**config.mk**
```make
export PLATFORM = sky130hd
export DESIGN_NAME = restoring_divider
export DESIGN_NICKNAME = d
export VERILOG_FILES = /design/src/rtl/restoring_divider.sv
export SDC_FILE = /design/constraint.sdc
export NUM_CORES = 1
export LEC_CHECK = 0
export CORE_MARGIN = 4
export CORE_UTILIZATION = 49
export CTS_BUF_LIST = sky130_fd_sc_hd__clkbuf_16
export DETAILED_ROUTE_END_ITERATION = 10
export PLACE_DENSITY = 0.77
export SYNTH_ARGS = -nofsm -noshare
export SYNTH_HDL_FRONTEND = slang
export SYNTH_SLANG_ARGS = --single-unit
```
**constraint.sdc**
```tcl
create_clock -name Clk -period 2.5 [get_ports Clk]
set_clock_uncertainty 0.1 [all_clocks]
set_input_delay 0.625 -clock Clk [delete_from_list [all_inputs] [get_ports Clk]]
set_output_delay 0.625 -clock Clk [all_outputs]
set_load 0.03 [all_outputs]
```
**src/rtl/restoring_divider.sv**
```systemverilog
// Sequential unsigned restoring divider: one quotient bit per clock.
// Start/Busy/Done handshake; a zero divisor completes in a single edge
// with Quotient all ones, Remainder = Dividend and DivByZero flagged.
module restoring_divider #(
    parameter int unsigned WIDTH = 16
) (
    input  logic             Clk,
    input  logic             Reset,
    input  logic             Start,
    input  logic [WIDTH-1:0] Dividend,
    input  logic [WIDTH-1:0] Divisor,
    output logic [WIDTH-1:0] Quotient,
    output logic [WIDTH-1:0] Remainder,
    output logic             Busy,
    output logic             Done,
    output logic             DivByZero
);

    localparam int unsigned CntW = (WIDTH > 1) ? $clog2(WIDTH) : 1;
    localparam logic [CntW-1:0] LastCnt = CntW'(WIDTH - 1);

    typedef enum logic [0:0] {
        StIdle,
        StRun
    } state_e;

    state_e state;

    // shift_reg starts as the dividend; its MSB feeds each trial while
    // quotient bits enter at the LSB, so after WIDTH steps it holds the quotient.
    logic [WIDTH-1:0] shift_reg;
    logic [WIDTH-1:0] divisor_reg;
    logic [WIDTH-1:0] partial;
    logic [CntW-1:0]  count;

    logic [WIDTH:0]   trial;
    logic [WIDTH-1:0] diff;
    logic             q_bit;
    logic [WIDTH-1:0] partial_next;
    logic [WIDTH-1:0] shift_next;

    // One restoring step: WIDTH+1-bit trial compare, then subtract or restore.
    always_comb begin
        trial        = {partial, shift_reg[WIDTH-1]};
        q_bit        = (trial >= {1'b0, divisor_reg});
        // When the subtract is taken the true result is < divisor, so the
        // low WIDTH bits of the difference are exact.
        diff         = trial[WIDTH-1:0] - divisor_reg;
        partial_next = q_bit ? diff : trial[WIDTH-1:0];
        shift_next   = {shift_reg[WIDTH-2:0], q_bit};
    end

    // Control FSM plus datapath and registered outputs.
    always_ff @(posedge Clk) begin
        if (Reset) begin
            state       <= StIdle;
            shift_reg   <= '0;
            divisor_reg <= '0;
            partial     <= '0;
            count       <= '0;
            Quotient    <= '0;
            Remainder   <= '0;
            Busy        <= 1'b0;
            Done        <= 1'b0;
            DivByZero   <= 1'b0;
        end else begin
            Done <= 1'b0;
            unique case (state)
                StIdle: begin
                    if (Start) begin
                        if (Divisor != '0) begin
                            shift_reg   <= Dividend;
                            divisor_reg <= Divisor;
                            partial     <= '0;
                            count       <= '0;
                            Busy        <= 1'b1;
                            state       <= StRun;
                        end else begin
                            Quotient  <= '1;
                            Remainder <= Dividend;
                            DivByZero <= 1'b1;
                            Done      <= 1'b1;
                        end
                    end
                end
                StRun: begin
                    shift_reg <= shift_next;
                    partial   <= partial_next;
                    count     <= count + 1'b1;
                    if (count == LastCnt) begin
                        Quotient  <= shift_next;
                        Remainder <= partial_next;
                        DivByZero <= 1'b0;
                        Done      <= 1'b1;
                        Busy      <= 1'b0;
                        state     <= StIdle;
                    end
                end
                default: state <= StIdle;
            endcase
        end
    end

endmodule

```
-- Word level (Yosys, flattened, before mapping)
Cells that the tools add are included.
- shift-type cells: 0
- bitwise logic cells: 1
- $lt $le $gt $ge: 1
- reductions and logical operators: 5
- div/mod/pow operators: 0
- mux-type cells: 33
- $mul: 0
- equality and inequality tests: 5
- $add $sub $neg: 2
- operators with widths (kind ; number):
    two-way mux 16 bit ; 11
    one-hot mux 16 bit (2 select lines) ; 4
    greater-or-equal comparator 17 x 16 -> 1 bit ; 1
    nonzero test 16 bit ; 1
    subtractor 16 bit ; 1
    two-way mux 1 bit ; 11
    AND reduction 3 bit ; 3
    two-way mux 4 bit ; 2
    one-hot mux 1 bit (2 select lines) ; 4
    one-hot mux 4 bit (2 select lines) ; 1
    inequality test 2 bit, second input constant ; 3
    adder 4 x 1 -> 4 bit, second input constant ; 1
    equality test 4 bit, second input constant ; 1
    inequality test 2 x 1 -> 1 bit, second input constant ; 1
    AND reduction 2 bit ; 1
    NOT 1 bit ; 1
- word-level logic and storage cells: 57
- bits in read-only memories: 0
- RAM bits: 0
- register bits: 88
- input bits: 35
- bits in latches: 0
- memories kept: 0

-- Logic depth before layout (Yosys ltp)
- depth after elaboration: 4
- depth in mapped cells: 11
- gate-level depth less buffers: 11

-- Worst setup path before layout
Ideal clock, no wire load.
- path type: reg2reg
- start point: register divisor_reg[10]
- end point: register Remainder[5]
- clock period less this slack: 2463 ps
- data arrival time: 2267 ps
- setup time: 96 ps
- buffers on the path: 1
- slack: 37 ps
- required time: 2304 ps
- cell stages (with the launch flop): 11
- cell sequence: dfxtp_1 inv_1 ha_1 a211oi_2 o21ai_1 o2111a_2 or4_4 buf_6 nor2_8 a211oi_1 o41ai_2
- longest elaborated chain between the ends: 4
- RTL lines (what ; line ; RTL):
    from (decl) ; 32 ; logic [WIDTH-1:0] divisor_reg;
    from (signal assigned) ; 73 ; divisor_reg <= Divisor;
    greater-or-equal comparator 17 x 16 -> 1 bit ; 45 ; q_bit = (trial >= {1'b0, divisor_reg});
    two-way mux 16 bit ; 49 ; partial_next = q_bit ? diff : trial[WIDTH-1:0];
    two-way mux 16 bit ; 90 ; if (count == LastCnt) begin
    one-hot mux 16 bit (2 select lines) ; 68 ; unique case (state)
    to (signal assigned) ; 80 ; Remainder <= Dividend;
    to (signal assigned) ; 92 ; Remainder <= partial_next;
    to (decl) ; 13 ; output logic [WIDTH-1:0] Remainder,
Every way passes these cells. The select of a mux whose other input is x is not followed.
A chain may end at the register's enable or synchronous reset.

-- Final worst setup path
- start point: register divisor_reg[15]
- end point: register partial[10]
- longest elaborated chain between the ends: 3
- RTL lines (what ; line ; RTL):
    greater-or-equal comparator 17 x 16 -> 1 bit ; 45 ;
    two-way mux 16 bit ; 49 ;
    one-hot mux 16 bit (2 select lines) ; 68 ;
    to (signal assigned) ; 88 ; partial <= partial_next;
    to (decl) ; 33 ; logic [WIDTH-1:0] partial;
Every way passes these cells.

==> metrics.md <==
| Metric | Value |
|---|---|
| Core area | `roughly 9000 µm²` |
| Drt first pass iters | `5` |
| Share of layout cells above drive strength 1 | `0.319` |
| Setup-failing EPs final | `14` |
| Nets | `776` |
| Max-slew violation count | `0` |
| Tcrit/Tclk final | `1.04` |
| Placed Area | `6010 µm²` |
| Largest net degree at the start of global routing | `34` |
| Crit path required time | `2600 ps` |
| Die Y-Extent | `~100 µm` |
| Post-synthesis instance area | `~4600 µm²` |
| Cells after synthesis | `564` |
| YS warnings | `0` |
| Largest area contributor in the netlist | `dfxtp_1` |
| Kind of critical path | `flop to flop` |
| CP startpoint | `divisor_reg[15]` |
| Worst hold stages | `2` |
| Sw frac | `0.437` |
| Chip Width | `105 µm` |
| Longest Clk Path Bufs | `2` |
| Hold Fails Final Rpt | `0` |
| Final Util | `0.776` |
| I/O Pins | `70` |
| Worst slew pin tran | `708 ps` |
| Antenna violations before repair | `0` |
| Total Power | `~11 mW` |
| Comb pwr share | `0.726` |
| Max cap viols | `0` |
| VDD IR max | `approximately 0.0012 V` |
| Critical path fanouts, max | `6` |
| Final hold slack | `~350 ps` |
| Synth cell types | `54` |
| DR iter-0 viols | `between 300 and 400` |
| List of most frequent post-synthesis cells | `dfxtp_1 (88), a21oi_1 (84), nand2_1 (61)` |
| Layout area overhead | `55.0%` |
| Leak | `approximately 2.8 nW` |
| Drt total wl | `around 16 mm` |
| Synth area leaders | `dfxtp_1 (38%), a21oi_1 (9.2%), nand2_1 (5.0%)` |
| Max frequency | `384 MHz` |
| Mean Syn Cell Area | `8.12 µm²` |
| Yosys top cell area share | `0.384` |
| Reg2Reg Setup Slack | `-100 ps` |
| Starting Density | `0.501` |
| Hold/Removal Path Class | `flop to flop` |
| EDFF count, synth | `0` |
| Crit. End Element | `flop` |
| Async set-or-reset flop fraction in the synthesized netlist | `0` |
| CTS clock-pin slew for the worst setup and hold paths | `around 70 ps` |
| Core Rows | `35` |
| DP HPWL | `10.3 mm` |
| # DRC | `0` |
| Worst Hold Endpoint | `divisor_reg[12]` |
| Final worst slack | `-105 ps` |
| Failing checks | `negative setup slack` |
| Ant diodes | `0` |
| Reg2reg start | `divisor_reg[15]` |
| Die area | `~11,000 µm²` |
| Seq pwr share | `0.149` |
| Most common cell in the netlist | `dfxtp_1` |
| Routed wire per std cell | `between 15 and 20 µm` |
| Grt ovf | `0` |
| WP data arrival | `~2700 ps` |
| Clk pwr share | `0.125` |
| Final Wtd Congestion | `about 0.94` |
| Pwr dens | `~1600 nW/µm²` |
| Hold_buf cts | `0` |
| Count of state elements after synthesis | `between 80 and 90` |
| TritonCTS buffer count | `9` |
| Port Buffers | `just under 70` |
| Headroom to the max-slew limit | `0.528` |
| Reg2reg path depth | `10` |
| CTS tree | `done` |
| Via count | `between 5k and 6k` |
| Status | `complete, but fails checks` |
| Vias in the first global route | `4,877` |
| Nature of the critical path startpoint | `flop` |
| Top FF cell, synth | `dfxtp_1` |
| First-pass GRT wire length | `around 24 mm` |
| HP Start | `divisor_reg[12]` |
| Syn nets | `between 600 and 700` |
| Pint | `around 6.5 mW` |
| Clk_lat worst skew | `350 ps` |
| Root Driver | `clkbuf_16` |
| Switch Pwr | `between 5 and 6 mW` |
| Routed Antenna Nets | `0` |
| Gr usage total | `0.268` |
| Htree depth | `3` |
| Sink Count | `88` |
| Via/cell ratio | `6.07` |
| Tmin final | `approximately 2600 ps` |
| RSZ-0062 raised after global routing | `yes` |
| Register area share after synthesis | `0.384` |
| Capture point of the worst reg-to-reg path | `partial[10]` |
| Design area | `7100 µm²` |
## layer usage
| metal | routed length (µm) | share of wire | up-vias | GRT usage |
|---|---|---|---|---|
| met2 | 8090 | 0.49 | 247 | 0.450 |
| met1 | 6480 | 0.40 | 2453 | 0.331 |
| met5 | 0 | 0 | - | 0 |
| met3 | 1120 | 0.068 | 64 | 0.0488 |
| li1 | - | - | 2325 | - |
| met4 | 684 | 0.042 | 0 | 0.129 |
## power by group through the flow
| stage | combinational (mW) | sequential, mW | clock (mW) |
|---|---|---|---|
| floorplan | 3.29 | 1.68 | 0 |
| global placement | 5.45 | 1.68 | 0 |
| detailed placement | 5.56 | 1.69 | 0 |
| CTS | 6.47 | 1.68 | 1.44 |
| global route | 8.75 | 1.72 | 1.50 |
| finish | 8.35 | 1.71 | 1.43 |
## timing repair
action	in CTS	in global routing
hold endpoints to repair	0	0
endpoints found under the setup margin	47	51
pin swaps	35	31
buffers inserted	4	17
resized for setup	67	68
## metrics by stage
step                setup slack, ps  TNS [ps]  std cells
global placement               -382    -20920        806
floorplan                      37.2         0        564
detailed placement             -502    -25640        806
CTS                           -53.9      -304        823
global route                   -234     -3240        839
finish                         -105      -768        839
## area by class of cell
type                       instances  area, µm²
tap                              111        139
inverter                          38        143
timing repair buffer             183       1680
sequential                        88       1770
fill                             575       2050
multi-input combinational        403       3060
clock inverter                     7       83.8
clock buffer                       9        225
## cells in the final DEF, fill, tap and decap left out, types with 4 or more instances in the layout
master	netlist	layout
xnor2_1	5	4
nor3_2	1	5
inv_2	0	5
buf_6	3	11
ha_1	17	5
nor2_1	40	39
clkbuf_16	0	9
nor3_1	16	12
or3_1	6	6
a21o_1	5	5
nand2b_1	4	4
buf_4	1	96
dfxtp_2	0	10
a211oi_1	25	14
nand3_1	4	4
inv_6	0	4
nand3b_1	11	11
o211ai_1	7	7
clkdlybuf4s50_1	0	60
dfxtp_1	88	78
ha_4	0	11
buf_12	0	6
xor2_1	6	5
a21oi_2	0	5
o21ai_1	3	10
o21ai_0	35	24
nand4_1	5	5
a21oi_1	84	77
a211oi_4	0	5
dlymetal6s2s_1	0	6
o41ai_2	6	8
inv_1	38	33
nand2_1	61	58
a211oi_2	4	10
and3_1	9	8
## logic make-up (layout without fill, tap and decap cells)
| family | count (synthesis) | in the layout | share of synthesized area |
|---|---|---|---|
| adders and majority gates | 18 | 18 | 0.0508 |
| muxes | 5 | 5 | 0.0112 |
| xor gates and xnor gates | 11 | 11 | 0.0210 |
| AOI/OAI and AO/OA | 196 | 196 | 0.275 |
| buffers and inverters | 73 | 237 | 0.0664 |
| DFF | 88 | 88 | 0.384 |
| and+or+nand+nor | 173 | 173 | 0.191 |
## worst max-delay path, stage by stage (launching register included)
cell and delay (ps):
dfxtp_1 340, inv_1 90, ha_1 440, nand4_4 170
nor4_4 420, or4_4 290, nor2_8 50, buf_6 140
buf_6 110, o211ai_1 200, a21oi_1 100
## worst max-delay path by stage
stage	end
2_1_floorplan	Remainder[5]
3_3_place_gp	Remainder[3]
6_report	partial[10]
3_5_place_dp	Remainder[3]
4_1_cts	partial[10]
5_1_grt	partial[10]
Note: power is estimated with default switching activity, not from simulation.
